`src/rtl/if_pc_stage.sv`:
```
// Fetch-stage PC register and IF/ID pipeline register.
// PC is held as an offset from BASE_ADDR; ID_PC carries the physical address.
module if_pc_stage #(
  parameter logic [31:0] BASE_ADDR    = 32'h0000_3000,
  parameter logic [31:0] HANDLER_ADDR = 32'h0000_4180,
  parameter logic [31:0] IM_BYTES     = 32'h0000_4000
) (
  input  logic        clk,
  input  logic        reset,
  input  logic [31:0] next_PC,
  input  logic [31:0] IM_instr,
  input  logic        stall,
  input  logic        flush_ID,
  input  logic        Req,
  input  logic        is_branch_ID,
  output logic [31:0] IF_PC,
  output logic [31:0] ID_instr,
  output logic [31:0] ID_PC,
  output logic [4:0]  ID_ExcCode,
  output logic        ID_BD
);

  localparam int unsigned XLEN  = 32;
  localparam int unsigned EXC_W = 5;

  localparam logic [EXC_W-1:0] EXC_NONE    = EXC_W'(0);
  localparam logic [EXC_W-1:0] EXC_ADEL    = EXC_W'(4);
  localparam logic [XLEN-1:0]  HANDLER_OFS = XLEN'(HANDLER_ADDR - BASE_ADDR);

  logic [XLEN-1:0]  if_pc_q,    if_pc_d;
  logic [XLEN-1:0]  id_instr_q, id_instr_d;
  logic [XLEN-1:0]  id_pc_q,    id_pc_d;
  logic [EXC_W-1:0] id_exc_q,   id_exc_d;
  logic             id_bd_q,    id_bd_d;

  logic             adel_c;
  logic [XLEN-1:0]  fetch_word_c;
  logic [XLEN-1:0]  if_phys_c;

  // Fetch address check: misaligned or outside the instruction-memory window
  always_comb begin
    adel_c       = (if_pc_q[1:0] != 2'b00) || (if_pc_q >= IM_BYTES);
    fetch_word_c = adel_c ? '0 : IM_instr;
    if_phys_c    = if_pc_q + BASE_ADDR;
  end

  // Next-state selection, priority Req > stall > flush_ID > normal
  always_comb begin
    if_pc_d    = if_pc_q;
    id_instr_d = id_instr_q;
    id_pc_d    = id_pc_q;
    id_exc_d   = id_exc_q;
    id_bd_d    = id_bd_q;
    if (Req) begin
      if_pc_d    = HANDLER_OFS;
      id_instr_d = '0;
      id_pc_d    = HANDLER_ADDR;
      id_exc_d   = EXC_NONE;
      id_bd_d    = 1'b0;
    end else if (stall) begin
      // hold everything
    end else if (flush_ID) begin
      if_pc_d    = next_PC;
      id_instr_d = '0;
      id_pc_d    = if_phys_c;
      id_exc_d   = EXC_NONE;
      id_bd_d    = 1'b0;
    end else begin
      if_pc_d    = next_PC;
      id_instr_d = fetch_word_c;
      id_pc_d    = if_phys_c;
      id_exc_d   = adel_c ? EXC_ADEL : EXC_NONE;
      id_bd_d    = is_branch_ID;
    end
  end

  always_ff @(posedge clk or posedge reset) begin
    if (reset) begin
      if_pc_q    <= '0;
      id_instr_q <= '0;
      id_pc_q    <= BASE_ADDR;
      id_exc_q   <= EXC_NONE;
      id_bd_q    <= 1'b0;
    end else begin
      if_pc_q    <= if_pc_d;
      id_instr_q <= id_instr_d;
      id_pc_q    <= id_pc_d;
      id_exc_q   <= id_exc_d;
      id_bd_q    <= id_bd_d;
    end
  end

  assign IF_PC      = if_pc_q;
  assign ID_instr   = id_instr_q;
  assign ID_PC      = id_pc_q;
  assign ID_ExcCode = id_exc_q;
  assign ID_BD      = id_bd_q;

endmodule

```
`config.mk`:
```
export PLATFORM = sky130hd
export DESIGN_NAME = if_pc_stage
export DESIGN_NICKNAME = d
export VERILOG_FILES = /design/src/rtl/if_pc_stage.sv
export SDC_FILE = /design/constraint.sdc
export NUM_CORES = 1
export LEC_CHECK = 0
export CORE_MARGIN = 4
export CORE_UTILIZATION = 43
export DETAILED_ROUTE_END_ITERATION = 12
export GPL_ROUTABILITY_DRIVEN = 0
export GPL_TIMING_DRIVEN = 0
export HOLD_SLACK_MARGIN = 0.1
export PLACE_DENSITY = 0.8
export SYNTH_ARGS = -nofsm -noshare
export SYNTH_HDL_FRONTEND = slang
export SYNTH_SLANG_ARGS = --single-unit
```
`constraint.sdc`:
```
create_clock -name clk -period 5.5 [get_ports clk]
set_clock_uncertainty 0.2 [all_clocks]
set_input_delay 1.65 -clock clk [delete_from_list [all_inputs] [get_ports clk]]
set_output_delay 1.65 -clock clk [all_outputs]
set_load 0.02 [all_outputs]
```
# Word level (Yosys, flattened, before mapping)
# Index checks and enable logic that the tools add are counted.
[totals] ff_bits=102 inputBits=70 word_cells=25
[classes] addsub=1 magnitude_cmp=1 eq_ne=1 mux=15 n_reduce_logical=2
[ops] operator="$mux 32" count=8
[ops] operator="$add 32x14->32 const B" count=1
[ops] operator="$ge 32x15->1 const B" count=1
[ops] operator="$mux 5" count=2
[ops] operator="$mux 3" count=2
[ops] operator="$mux 1" count=3
[ops] operator="$ne 2x1->1 const B" count=1
[ops] operator="$reduce_bool 2->1" count=1
[ops] operator="$logic_or 1x1->1" count=1

# Logic depth before layout (Yosys ltp)
[logic_depth] word_depth=6 depth_mapped=6

# Worst setup path before layout
# No wires, ideal clock.
[synth_timing] kind="in2reg" start="input stall" end="register id_instr_q[0], in the netlist ID_instr[0]" t_arrival_ns=2.731 required_time_ns=5.234 setup_slack_ns=2.503 path_stages=6 path_buffers=3 path_cell_list="buf_2 -> clkinv_1 -> nor2_1 -> buf_2 -> clkbuf_1 -> a22o_1"
[synth_between] elab_chain_len=1
[synth_rtl] item="from (decl)" line="12" source="input logic stall,"
[synth_rtl] item="$ne 2x1->1 (no line)"
[synth_rtl] item="to (signal assigned)" line="86" source="id_instr_q <= id_instr_d;"
[synth_rtl] item="to (decl)" line="31" source="logic [XLEN-1:0] id_instr_q, id_instr_d;"
# No other way between the ends.
# A chain may end at the register's enable or synchronous reset.

# Worst setup path after layout
[layout_timing] start="input Req" end="register if_pc_q[11], in the netlist IF_PC[11]"
[layout_between] elab_chain_len=1
[layout_rtl] item="from (decl)" line="14" source="input logic Req,"
[layout_rtl] item="$ne 2x1->1 (no line) / $mux 32 (equally long branches)"
[layout_rtl] item="to (signal assigned)" line="85" source="if_pc_q <= if_pc_d;"
[layout_rtl] item="to (decl)" line="30" source="logic [XLEN-1:0] if_pc_q, if_pc_d;"
# Several ways; a longest one is shown, not always the timed one.

==> key figures <==
Synthesis
  • Flops & latches, synth: 98
  • Synth Cell Area: 4280 um2
  • Simple-gate share of the synthesized area: 0.131
  • Synth area leader: dfrtp_1
  • Synth async-reset ratio: 1.00
  • Ranking of synthesized cells by area: dfrtp_1, mux2i_1, a22o_1
  • Synth Instances: 372
  • Sequential fraction of the synthesis area: 0.573
  • Synth Area in Adders: 0.00584
  • Yosys cell types: 42
  • Yosys top cell area share: 0.561
  • Avg Cell Area, Syn: 11.5 um2
  • Main combinational cell family by area after synthesis: simple AND/OR/NAND/NOR gates
  • Post-Synth XOR/XNOR Area: 0.0286
  • Synthesis warning total: 0
  • Mux contribution to synthesized area: 0.0911
  • Synth top cells by count: dfrtp_1, nor2_1, mux2i_1, a22o_1, nand2_1
  • Cell with the most instances after synthesis: dfrtp_1
  • Ys flop type: dfrtp_1
  • Number of synthesized flops with an enable pin: 0
  • Post-synthesis compound-gate area fraction: 0.127

Layout
  • Share of layout cells above drive strength 1: 0.0753
  • Fin cells: 691
  • Ant. Diodes: 0
  • FILL cells: 811
  • Layout Nets: 625
  • Area Overhead vs Synth: 48.9%

Clocking
  • Postcts setup bufs: 0
  • Clock root buffer: clkbuf_8
  • Clock Pin Slew Worst Setup and Hold Paths: 0.10 ns
  • # hold bufs at CTS: 0
  • Sink Count: 98
  • Post-CTS resize count: 0
  • CTS tree: done
  • Cts bufs inserted: 9
  • Worst-Skew Late Latency: 0.36 ns
  • Clock tree buffer depth: 2
  • H-tree depth: 3

Min path
  • Hold Path Class: flip-flop to flip-flop
  • Hold wc startpoint: ID_ExcCode[2]
  • WHS Endpoint: ID_ExcCode[2]
  • Hold path depth: 2

Power and ir drop
  • Overall power: 1550 uW
  • Maximum VDD drop: 0.150 mV
  • Pint: 1150 uW
  • Sequential Power Share: 0.499
  • Power Dens Cells: 243 nW/um2
  • Logic pwr share: 0.165
  • Switching Power: 406 uW
  • Share of power burned in the clock network: 0.335
  • Sw Ratio: 0.261
  • LEAKAGE: 0.00280 uW

Routing
  • DR DRC count: 0
  • WL final: 12300 um
  • Drt first pass iters: 4
  • Top layer in use: met4
  • DR WL met3: 960 um
  • WL/cell: 17.7 um
  • Routed met1 length: 4980 um
  • Total number of vias: 3543
  • WL met2: 6020 um
  • Initial DRC Count: 233
  • Post-DRT Antenna Nets: 0
  • Vias/cell: 5.13

STA
  • Max-slew violation count: 0
  • Worst-Margin Slew: 0.624 ns
  • Fmax: 289 MHz
  • Final setup viols: 0
  • Unrepaired setup endpoints after global routing: false
  • Hold Violations, Final: 0
  • Min cycle time layout: 3.46 ns
  • Relative slew slack: 0.584
  • Period utilization: 0.628

Setup path
  • Critical Path Sink Type: flip-flop
  • R2R Path Start: IF_PC[12]
  • Startpoint types: input port
  • R2r endpoint: ID_PC[28]
  • R2R cell count: 6
  • R2r setup slk: 3.27 ns
  • Critical path type: input port to flip-flop
  • Critical Path RT: 5.54 ns
  • Worst-path maximum fanout: 10
  • Worst Path Arrival: 3.50 ns

Global route
  • Initial antenna violation count: 0
  • First-pass GRT wire length: 19400 um
  • Pin count of the biggest net entering global routing: 52
  • Tot GR Track Use: 0.216
  • Vias in the first global route: 3673
  • Gr ovfl total: 0

Job
  • Max-cap violations: 0

Placement
  • Dpl hpwl: 9330 um
  • Buffers on Ports: 166
  • Placed insts: 675

Die
  • Die ar.: 11600 um2
  • Die width: 108 um
  • # rows: 36
  • Chip Height: 108 um
  • Io pins: 172
  • Core Area: 9730 um2
  • Initial core utilization: 0.440

Status
  • Outcome: completed
[worst max-delay path by stage]
stage          startpoint        end
2_1_floorplan       reset      ID_BD
3_5_place_dp          Req  IF_PC[11]
5_1_grt               Req  IF_PC[11]
6_report              Req  IF_PC[11]
3_3_place_gp        reset  IF_PC[21]
4_1_cts         IF_PC[21]  IF_PC[21]
[power by group through the flow]
stage | Sequential, uW | Combinational [uW] | Clock [uW]
floorplan | 817 | 91.6 | 0
global placement | 788 | 252 | 0
detailed placement | 789 | 259 | 0
CTS | 776 | 260 | 532
global route | 780 | 278 | 561
finish | 775 | 257 | 521
[per-stage QoR]
stage | util | setup TNS (ns) | area (um2) | setup WS [ns] | hold WS [ns]
2_1_floorplan | - | 0 | 4300 | 1.09 | 0.353
3_3_place_gp | 0.629 | -32.90 | 6120 | -0.348 | 0.256
3_5_place_dp | 0.632 | 0 | 6150 | 1.65 | 0.266
4_1_cts | 0.656 | 0 | 6380 | 2.04 | 0.288
5_1_grt | 0.656 | 0 | 6380 | 1.83 | 0.326
6_report | 0.656 | 0 | 6380 | 2.04 | 0.283
[critical path: stages]
cell	delay, ns
clkdlybuf4s50_1	0.47
clkbuf_1	0.35
buf_1	0.44
buf_1	0.47
nor2_1	0.10
[layout by cell type, fill, tap and decap left out, types with 2 or more instances in the layout]
master	Yosys	final
nand3b_1	2	2
bufinv_16	0	2
o21ai_0	2	2
a211oi_1	8	8
buf_2	8	8
clkbuf_8	0	10
nand2_1	15	15
and2_1	3	3
a22o_1	35	35
a211o_1	6	6
buf_4	7	7
xor2_1	2	2
nor2_1	61	61
clkdlybuf4s50_1	0	166
nor3_1	7	7
o211ai_1	2	2
a21oi_1	5	5
nor4_2	2	2
nor4_1	7	7
dfstp_2	2	2
xnor2_1	12	12
clkbuf_1	12	13
nand4_1	2	2
conb_1	1	4
a2bb2oi_1	2	2
mux2i_1	39	39
buf_1	3	3
nand3_1	6	6
dfrtp_1	96	96
inv_1	7	6
nor2b_1	3	3
ha_1	2	2
[cells by family after synthesis]
family                   after synthesis
buffers and inverters                 38
flip-flops                            98
AO/OA/AOI/OAI                         65
adder cells (fa/ha/maj)                2
XOR/XNOR                              14
AND/OR/NAND/NOR                      115
other                                  1
multiplexers                          39
[flip-flops by register name, indices dropped and copies added (netlist names)]
name,cells
ID_BD,1
ID_ExcCode,1
ID_PC,32
ID_instr,32
IF_PC,32
[cell type report]
| cell class | count | area (um2) | area share |
|---|---|---|---|
| sequential | 98 | 2450 | 0.385 |
| timing repair buffer | 167 | 1690 | 0.265 |
| multi-input combinational | 239 | 1660 | 0.260 |
| tap | 133 | 166 | 0.0261 |
| buffer | 30 | 149 | 0.0233 |
| clock buffer | 11 | 141 | 0.0222 |
| clock inverter | 5 | 85.1 | 0.0133 |
| inverter | 8 | 32.5 | 0.00510 |
[metal layers]
layer	up-vias	track usage
met2	148	0.360
met1	1702	0.267
li1	1672	-
met4	0	0.0821
met5	-	0
met3	21	0.0582
No activity file was read; power rests on OpenSTA's default activity.
